$ cat src/rtl/mul_div_unit_pkg.sv
// ============================================================================
// Module  : otter_pkg
// Brief   : Shared M-extension encodings, MDU state enum and timing constants.
// Revision: 1.0
// ============================================================================
`default_nettype none

package otter_pkg;

    localparam logic [2:0] F3_MUL    = 3'b000;
    localparam logic [2:0] F3_MULH   = 3'b001;
    localparam logic [2:0] F3_MULHSU = 3'b010;
    localparam logic [2:0] F3_MULHU  = 3'b011;
    localparam logic [2:0] F3_DIV    = 3'b100;
    localparam logic [2:0] F3_DIVU   = 3'b101;
    localparam logic [2:0] F3_REM    = 3'b110;
    localparam logic [2:0] F3_REMU   = 3'b111;

    localparam int MDU_ITER    = 32;
    localparam int MDU_LATENCY = 34;

    typedef enum logic [1:0] {
        ST_IDLE = 2'd0,
        ST_PREP = 2'd1,
        ST_CALC = 2'd2,
        ST_FIN  = 2'd3
    } mdu_state_t;

endpackage

`default_nettype wire

$ cat src/rtl/mul_div_unit_if.sv
// ============================================================================
// Module  : mul_div_unit_if
// Brief   : Request / write-back bundle between the pipeline and the MDU.
// Revision: 1.0
// ============================================================================
`default_nettype none

interface mul_div_unit_if;
    logic        start;
    logic [2:0]  funct3;
    logic [31:0] op_a;
    logic [31:0] op_b;
    logic [4:0]  rd_addr;
    logic        busy;
    logic        done;
    logic [31:0] result;
    logic        w_en;
    logic [4:0]  w_addr;

    modport master (
        output start, funct3, op_a, op_b, rd_addr,
        input  busy, done, result, w_en, w_addr
    );

    modport slave (
        input  start, funct3, op_a, op_b, rd_addr,
        output busy, done, result, w_en, w_addr
    );
endinterface

`default_nettype wire

$ cat src/rtl/mul_div_unit.sv
// ============================================================================
// Module  : mul_div_unit
// Brief   : RV32M multiply/divide unit, fixed 34-cycle latency, shared 64-bit
//           accumulator for shift-add multiply and restoring divide.
// Revision: 1.0
// ============================================================================
`default_nettype none

module mul_div_unit
    import otter_pkg::*;
(
    input  wire logic       clk,
    input  wire logic       rst,
    mul_div_unit_if.slave   bus
);

    mdu_state_t  state;
    logic [5:0]  cnt;
    logic [2:0]  op_q;
    logic [31:0] a_q;
    logic [31:0] b_q;
    logic [31:0] mag_b;
    logic [63:0] acc;
    logic        neg_lo;
    logic        neg_rem;
    logic        busy_q;
    logic        done_q;
    logic [31:0] result_q;
    logic [4:0]  w_addr_q;

    logic        is_div;
    logic        signed_a;
    logic        signed_b;
    logic        a_neg;
    logic        b_neg;
    logic [31:0] mag_a_w;
    logic [31:0] mag_b_w;
    logic [32:0] mul_sum;
    logic [63:0] mul_next;
    logic [32:0] div_shift;
    logic [32:0] div_diff;
    logic [63:0] div_next;
    logic [63:0] prod;
    logic [31:0] quot;
    logic [31:0] rem;
    logic        div_zero;
    logic [31:0] sel;

    assign is_div   = op_q[2];
    assign signed_a = (op_q == F3_MULH) || (op_q == F3_MULHSU) ||
                      (op_q == F3_DIV)  || (op_q == F3_REM);
    assign signed_b = (op_q == F3_MULH) || (op_q == F3_DIV) || (op_q == F3_REM);
    assign a_neg    = signed_a & a_q[31];
    assign b_neg    = signed_b & b_q[31];
    assign mag_a_w  = a_neg ? (32'd0 - a_q) : a_q;
    assign mag_b_w  = b_neg ? (32'd0 - b_q) : b_q;

    // Multiply: acc = {partial_hi, multiplier}, add then shift right.
    assign mul_sum  = {1'b0, acc[63:32]} + (acc[0] ? {1'b0, mag_b} : 33'd0);
    assign mul_next = {mul_sum, acc[31:1]};

    // Divide: acc = {remainder, dividend/quotient}; shifted remainder needs 33 bits.
    assign div_shift = acc[63:31];
    assign div_diff  = div_shift - {1'b0, mag_b};
    assign div_next  = div_diff[32] ? {div_shift[31:0], acc[30:0], 1'b0}
                                    : {div_diff[31:0],  acc[30:0], 1'b1};

    assign prod     = neg_lo  ? (64'd0 - acc)         : acc;
    assign quot     = neg_lo  ? (32'd0 - acc[31:0])   : acc[31:0];
    assign rem      = neg_rem ? (32'd0 - acc[63:32])  : acc[63:32];
    assign div_zero = (b_q == 32'd0);

    always_comb begin
        sel = 32'd0;
        case (op_q)
            F3_MUL:                       sel = prod[31:0];
            F3_MULH, F3_MULHSU, F3_MULHU: sel = prod[63:32];
            F3_DIV, F3_DIVU:              sel = div_zero ? 32'hFFFF_FFFF : quot;
            default:                      sel = div_zero ? a_q : rem;
        endcase
    end

    always_ff @(posedge clk or posedge rst) begin
        if (rst) begin
            state    <= ST_IDLE;
            cnt      <= 6'd0;
            op_q     <= 3'd0;
            a_q      <= 32'd0;
            b_q      <= 32'd0;
            mag_b    <= 32'd0;
            acc      <= 64'd0;
            neg_lo   <= 1'b0;
            neg_rem  <= 1'b0;
            busy_q   <= 1'b0;
            done_q   <= 1'b0;
            result_q <= 32'd0;
            w_addr_q <= 5'd0;
        end else begin
            case (state)
                ST_IDLE: begin
                    done_q <= 1'b0;
                    if (bus.start) begin
                        op_q     <= bus.funct3;
                        a_q      <= bus.op_a;
                        b_q      <= bus.op_b;
                        w_addr_q <= bus.rd_addr;
                        busy_q   <= 1'b1;
                        state    <= ST_PREP;
                    end
                end
                ST_PREP: begin
                    mag_b   <= mag_b_w;
                    acc     <= {32'd0, mag_a_w};
                    neg_lo  <= a_neg ^ b_neg;
                    neg_rem <= a_neg;
                    cnt     <= 6'(MDU_ITER);
                    state   <= ST_CALC;
                end
                ST_CALC: begin
                    acc <= is_div ? div_next : mul_next;
                    cnt <= cnt - 6'd1;
                    if (cnt == 6'd1) state <= ST_FIN;
                end
                default: begin
                    result_q <= sel;
                    done_q   <= 1'b1;
                    busy_q   <= 1'b0;
                    state    <= ST_IDLE;
                end
            endcase
        end
    end

    assign bus.busy   = busy_q;
    assign bus.done   = done_q;
    assign bus.w_en   = done_q;
    assign bus.result = result_q;
    assign bus.w_addr = w_addr_q;

endmodule

`default_nettype wire

$ cat src/flat_wrapper.sv
// flat-port wrapper written by rule: the top's interface ports become plain ports
module mul_div_unit_flat import otter_pkg::*;
  (clk, rst, bus_start, bus_funct3, bus_op_a, bus_op_b, bus_rd_addr, bus_busy, bus_done, bus_result, bus_w_en, bus_w_addr);
  mul_div_unit_if bus_i ();
  input  wire logic clk;
  input  wire logic rst;
  input wire logic [$bits(bus_i.start)-1:0] bus_start;
  input wire logic [$bits(bus_i.funct3)-1:0] bus_funct3;
  input wire logic [$bits(bus_i.op_a)-1:0] bus_op_a;
  input wire logic [$bits(bus_i.op_b)-1:0] bus_op_b;
  input wire logic [$bits(bus_i.rd_addr)-1:0] bus_rd_addr;
  output wire logic [$bits(bus_i.busy)-1:0] bus_busy;
  output wire logic [$bits(bus_i.done)-1:0] bus_done;
  output wire logic [$bits(bus_i.result)-1:0] bus_result;
  output wire logic [$bits(bus_i.w_en)-1:0] bus_w_en;
  output wire logic [$bits(bus_i.w_addr)-1:0] bus_w_addr;
  assign bus_i.start = bus_start;
  assign bus_i.funct3 = bus_funct3;
  assign bus_i.op_a = bus_op_a;
  assign bus_i.op_b = bus_op_b;
  assign bus_i.rd_addr = bus_rd_addr;
  assign bus_busy = bus_i.busy;
  assign bus_done = bus_i.done;
  assign bus_result = bus_i.result;
  assign bus_w_en = bus_i.w_en;
  assign bus_w_addr = bus_i.w_addr;
  mul_div_unit u_core (.clk(clk), .rst(rst), .bus(bus_i));
endmodule
$ cat config.mk
export PLATFORM = sky130hd
export DESIGN_NAME = mul_div_unit_flat
export DESIGN_NICKNAME = d
export VERILOG_FILES = /design/src/rtl/mul_div_unit_pkg.sv /design/src/rtl/mul_div_unit_if.sv /design/src/rtl/mul_div_unit.sv /design/src/flat_wrapper.sv
export SDC_FILE = /design/constraint.sdc
export NUM_CORES = 1
export LEC_CHECK = 0
export CAP_MARGIN = 20
export CORE_MARGIN = 2
export CORE_UTILIZATION = 45
export DETAILED_ROUTE_END_ITERATION = 10
export SYNTH_ARGS = -nofsm -noshare
export SYNTH_HDL_FRONTEND = slang
export SYNTH_SLANG_ARGS = --single-unit
$ cat constraint.sdc
create_clock -name clk -period 8 [get_ports clk]
set_clock_uncertainty 0.2 [all_clocks]
set_input_delay 1.2 -clock clk [delete_from_list [all_inputs] [get_ports clk]]
set_output_delay 1.2 -clock clk [all_outputs]
set_load 0.005 [all_outputs]
# == After elaboration in Yosys (flattened, before gate mapping) ==
# Index checks and enable logic that the tools add are counted.
# word_totals
regBits,212
in_bits,75
out_inout_bits,40
wordCells,71
# op_classes
addsub,8
n_eq_ne,11
mux,19
n_bitwise,4
reduce_logical,16
# op_table
cell,n
2-to-1 mux 32 bit,7
2-to-1 mux 64 bit,3
one-hot mux 64 bit (2 select lines),1
"subtractor 1 x 32 -> 32 bit, first input constant",4
one-hot mux 32 bit (3 select lines),1
"subtractor 1 x 64 -> 64 bit, first input constant",1
adder 32 x 33 -> 33 bit,1
subtractor 33 x 32 -> 33 bit,1
zero test 32 bit,1
one-hot mux 6 bit (2 select lines),1
"== test 3 bit, second input constant",3
"== test 3 x 2 -> 1 bit, second input constant",2
"== test 6 x 1 -> 1 bit, second input constant",1
one-hot mux 2 bit (3 select lines),1
AND reduction 2 bit,3
OR reduction 3 bit,2
"subtractor 6 x 1 -> 6 bit, second input constant",1
logical OR 1 bit,5
2-to-1 mux 2 bit,2
one-hot mux 1 bit (2 select lines),2
OR reduction 2 bit,2
"== test 3 x 1 -> 1 bit, second input constant",1
zero test 3 bit,1
AND 1 bit,2
9 further kinds,9

# == Logic depth before layout (Yosys ltp) ==
# depth
ltp_word,7
depth_mapped,15
mapped_depth_nobuf,14

# == Worst setup path after synthesis ==
# OpenSTA, ideal clock, no wires.
# synth_path
path_type,reg2reg
from,register u_core.acc[32]
to,register u_core.acc[45]
setup_ps,126
t_arrival_ps,3389
required_time_ps,7674
setup_slack_ps,4285
path_stages_with_launch,15
n_path_buf,2
period_less_slack_ps,3715
cell_sequence,dfrtp_1 clkbuf_1 inv_1 fa_1 nor2b_1 o31a_1 o221ai_1 a21oi_1 a311oi_1 o21ai_1 xnor2_2 buf_2 mux2i_1 nor2_1 a221o_1
# synth_via
elab_chain_cells,4
elab_cells_between_ends,5
classes_between,add/sub (2); mux (3)
# synth_rtl
element,line_no,text
"start, declared",mul_div_unit.sv:23,logic [63:0] acc;
"start signal, assigned",mul_div_unit.sv:113,"acc <= {32'd0, mag_a_w};"
"start signal, assigned",mul_div_unit.sv:120,acc <= is_div ? div_next : mul_next;
subtractor 33 x 32 -> 33 bit,mul_div_unit.sv:64,"assign div_diff = div_shift - {1'b0, mag_b};"
2-to-1 mux 64 bit,mul_div_unit.sv:65,"assign div_next = div_diff[32] ? {div_shift[31:0], acc[30:0], 1'b0}"
2-to-1 mux 64 bit *,mul_div_unit.sv:120,
one-hot mux 64 bit (2 select lines) *,mul_div_unit.sv:99,case (state)
# Mark *: on every way between the ends. The rest lies on a longest branch, timed or not.
# A chain may end at the register's enable or synchronous reset.

# == Worst setup path in the final report ==
# layout_path
from,register u_core.acc[31]
to,register u_core.acc[58]
# layout_via
elab_chain_cells,4
# layout_rtl
element,line_no
subtractor 33 x 32 -> 33 bit,mul_div_unit.sv:64
2-to-1 mux 64 bit,mul_div_unit.sv:65
2-to-1 mux 64 bit,mul_div_unit.sv:120
one-hot mux 64 bit (2 select lines),mul_div_unit.sv:99
# No other way between the ends.

==> results.ini <==
[route]
drcViolationCount=0
drt_wl_total_mm=49.90
first_iter_violations=1048
routed_via_density=6.028
drtPass1Iterations=5
vias=15030
wl_per_cell_um=20.02
antenna_left=0

[sta]
fmax_mhz=222.5
finalHoldViolCount=0
max_slew_margin_pct=30.21
fin_crit_sh_pct=56.19
finalMaxSlewViolations=0
fin_setup_tns_ns=0
fin_crit_ns=4.495
tightest_slew_ns=1.047
setup_viol=0
rsz0062_at_grt=no

[yosys]
synth_top_area_share_pct=32.09
synthTopCellsByArea=dfrtp_1 32%, xnor2_1 6.7%, mux2_2 5.9%
yosysWarnings=0
syn_area_per_cell_sq_um=8.388
synth.ff_latch_count=212
synth_nets=2122
synth_top_area_cell=dfrtp_1
synth-edff-count=0
async_flop_share_pct=100.0
ys_seq_area_share_pct=32.09
syn_area_sq_um=16530
yosysMostFrequentCell=dfrtp_1
synth_cell_types=78
synth-main-ff-cell=dfrtp_1
yosys-top-cells-count=212 x dfrtp_1, 178 x nor2_1, 174 x nand2_1, 158 x o21ai_0, 145 x a21oi_1
netlist_instances=1971

[cts]
clockRootBuffer=clkbuf_16
cts_tree=built
post-cts-setup-buffers=0
clk_pin_slew_ns=0.06
htreeDepth=1
clkSinkCount=212
ctsHoldBuffers=0
post_cts_resized=0
clk_latency_ns=0.57
cts-buffers-inserted=26
cts.path.max_buffers=3

[grt]
grt.busiest_layer=met2
grt_pass1_wl_mm=80.47
antenna_found_initial=0
grt_max_degree=84
use_met1_pct=35.75
grt_pass1_vias=14470
use_met3_pct=3.576
gr-total-overflow=0
grt_use_met2_pct=42.53
grt_use_total_pct=26.02

[setup_path]
critPathMaxStageDelay_ns=0.52
cp.arrival_ns=4.73
cp_slowest_cell=buf_4
crit_top_cell=buf_4
crit_path_start_kind=flop
cp-end-kind=flop
worstSetupPathType=flop to flop
crit_required_ns=8.23
crit_family=compound AO/OA/AOI/OAI gates
worstPathCellList=inv_1 -> ha_1 -> fa_1 -> nor2b_1 -> o31a_1 -> o221ai_1 -> a21oi_1 -> a311oi_1 -> buf_4 -> o21ai_1 -> xnor2_4 -> buf_4 -> mux2_2 -> a22oi_1 -> o21ai_0
crit_path_max_fanout=45
worst-path-buf-inv=3

[min_path]
hold_path_class=flop to flop

[layout]
final_cells=2493
fin_nets=2161
diodes=0
final_cell_area_sq_um=18810
drive_above_1_share_pct=8.889
area_delta_synth_final_pct=13.77

[place]
place.detailed.hpwl_mm=35.58
io_buffers=114
place_inst=2448
gp_congestion=0.9183
place_area_sq_um=17970

[die]
die_y_um=195.7
dieWidth_um=195.7
start_util_pct=45.37
pin_count=115
core-area_sq_um=36430
num_rows=70
dieArea_sq_um=38290

[run_status]
status=complete, no violations

[power_and_ir_drop]
ir_worst_vdd_v=0.0002567
leakagePower_nw=7.929
pwr_density_cell_nw_per_um2=511.7

[flow_run]
cap_violations=0

## flip-flops by register name, summed over array words and instances, names as in the netlist
name	count
u_core.a_q	32
u_core.acc	64
u_core.b_q	32
u_core.bus.busy	1
u_core.bus.done	1
u_core.bus.result	32
u_core.bus.w_addr	5
u_core.cnt	6
u_core.mag_b	32
u_core.neg_lo	1
u_core.neg_rem	1
u_core.op_q	3
u_core.state	2
## report_power, final
group	internal [W]	total, W	leakage [nW]	switching [W]
logic	0.00257	0.00602	4.97	0.00346
clock network	0.000679	0.00116	0.397	0.000478
registers	0.00161	0.00244	2.56	0.000830
## final timing paths
kind	from	end	slack (ns)	depth (start not counted)
min reg2reg	u_core.cnt[5]$_DFFE_PP0N_	u_core.cnt[5]$_DFFE_PP0N_	0.30	1
min	u_core.cnt[5]$_DFFE_PP0N_	u_core.cnt[5]$_DFFE_PP0N_	0.30	1
max reg2reg	u_core.acc[31]$_DFFE_PP0N_	u_core.acc[58]$_DFFE_PP0N_	3.50	15
min in group asynchronous	rst	u_core.a_q[4]$_DFFE_PP0P_	0.89	2
max in group asynchronous	rst	u_core.mag_b[26]$_DFFE_PP0N_	5.35	3
max	u_core.acc[31]$_DFFE_PP0N_	u_core.acc[58]$_DFFE_PP0N_	3.50	15
## metal layers
layer / part of all wire [%] / up-vias
met1: 45 / 7294
li1: - / 7152
met3: 5.8 / 87
met4: 3.1 / 0
met2: 46 / 495
met5: 0 / -
## cell type report
type / instances / area [sq um]
repair buffers: 135 / 1323
inverters: 116 / 442.9
fillers: 3500 / 17630
flip-flops and latches: 212 / 5308
multi-input cells: 1519 / 10340
clock buffers: 39 / 760.7
well taps: 468 / 585.6
clock inverters: 4 / 45.04
## layout by cell type (no fill, tap or decap), drive strengths merged, types with 39 or more instances in the layout
master and n:
a21oi 145, clkbuf 39, clkdlybuf4s50 114, dfrtp 212
ha 74, inv 114, mux2 87, nand2 174
nor2 178, o211ai 64, o21ai 164, xnor2 127
xor2 71
## cells by family after synthesis
logic type	after synthesis	synth area share, %
DFF	212	32.09
xor gates and xnor gates	198	10.54
AOI/OAI and AO/OA	582	22.55
muxes	116	7.682
buffers and inverters	240	5.540
and+or+nand+nor	547	15.76
adders and majority gates	76	5.843
## metrics by stage
step	hold slack (ns)	total power [W]	util, %	setup WS [ns]
2_1_floorplan	0.2414	0.006698	-	0.8058
3_3_place_gp	0.2587	0.008264	49.28	3.481
3_5_place_dp	0.2730	0.008349	49.31	3.383
4_1_cts	0.2970	0.009560	51.52	3.350
5_1_grt	0.3306	0.01043	51.62	3.210
6_report	0.2968	0.009624	51.62	3.505
No activity file was read; power rests on OpenSTA's default activity.
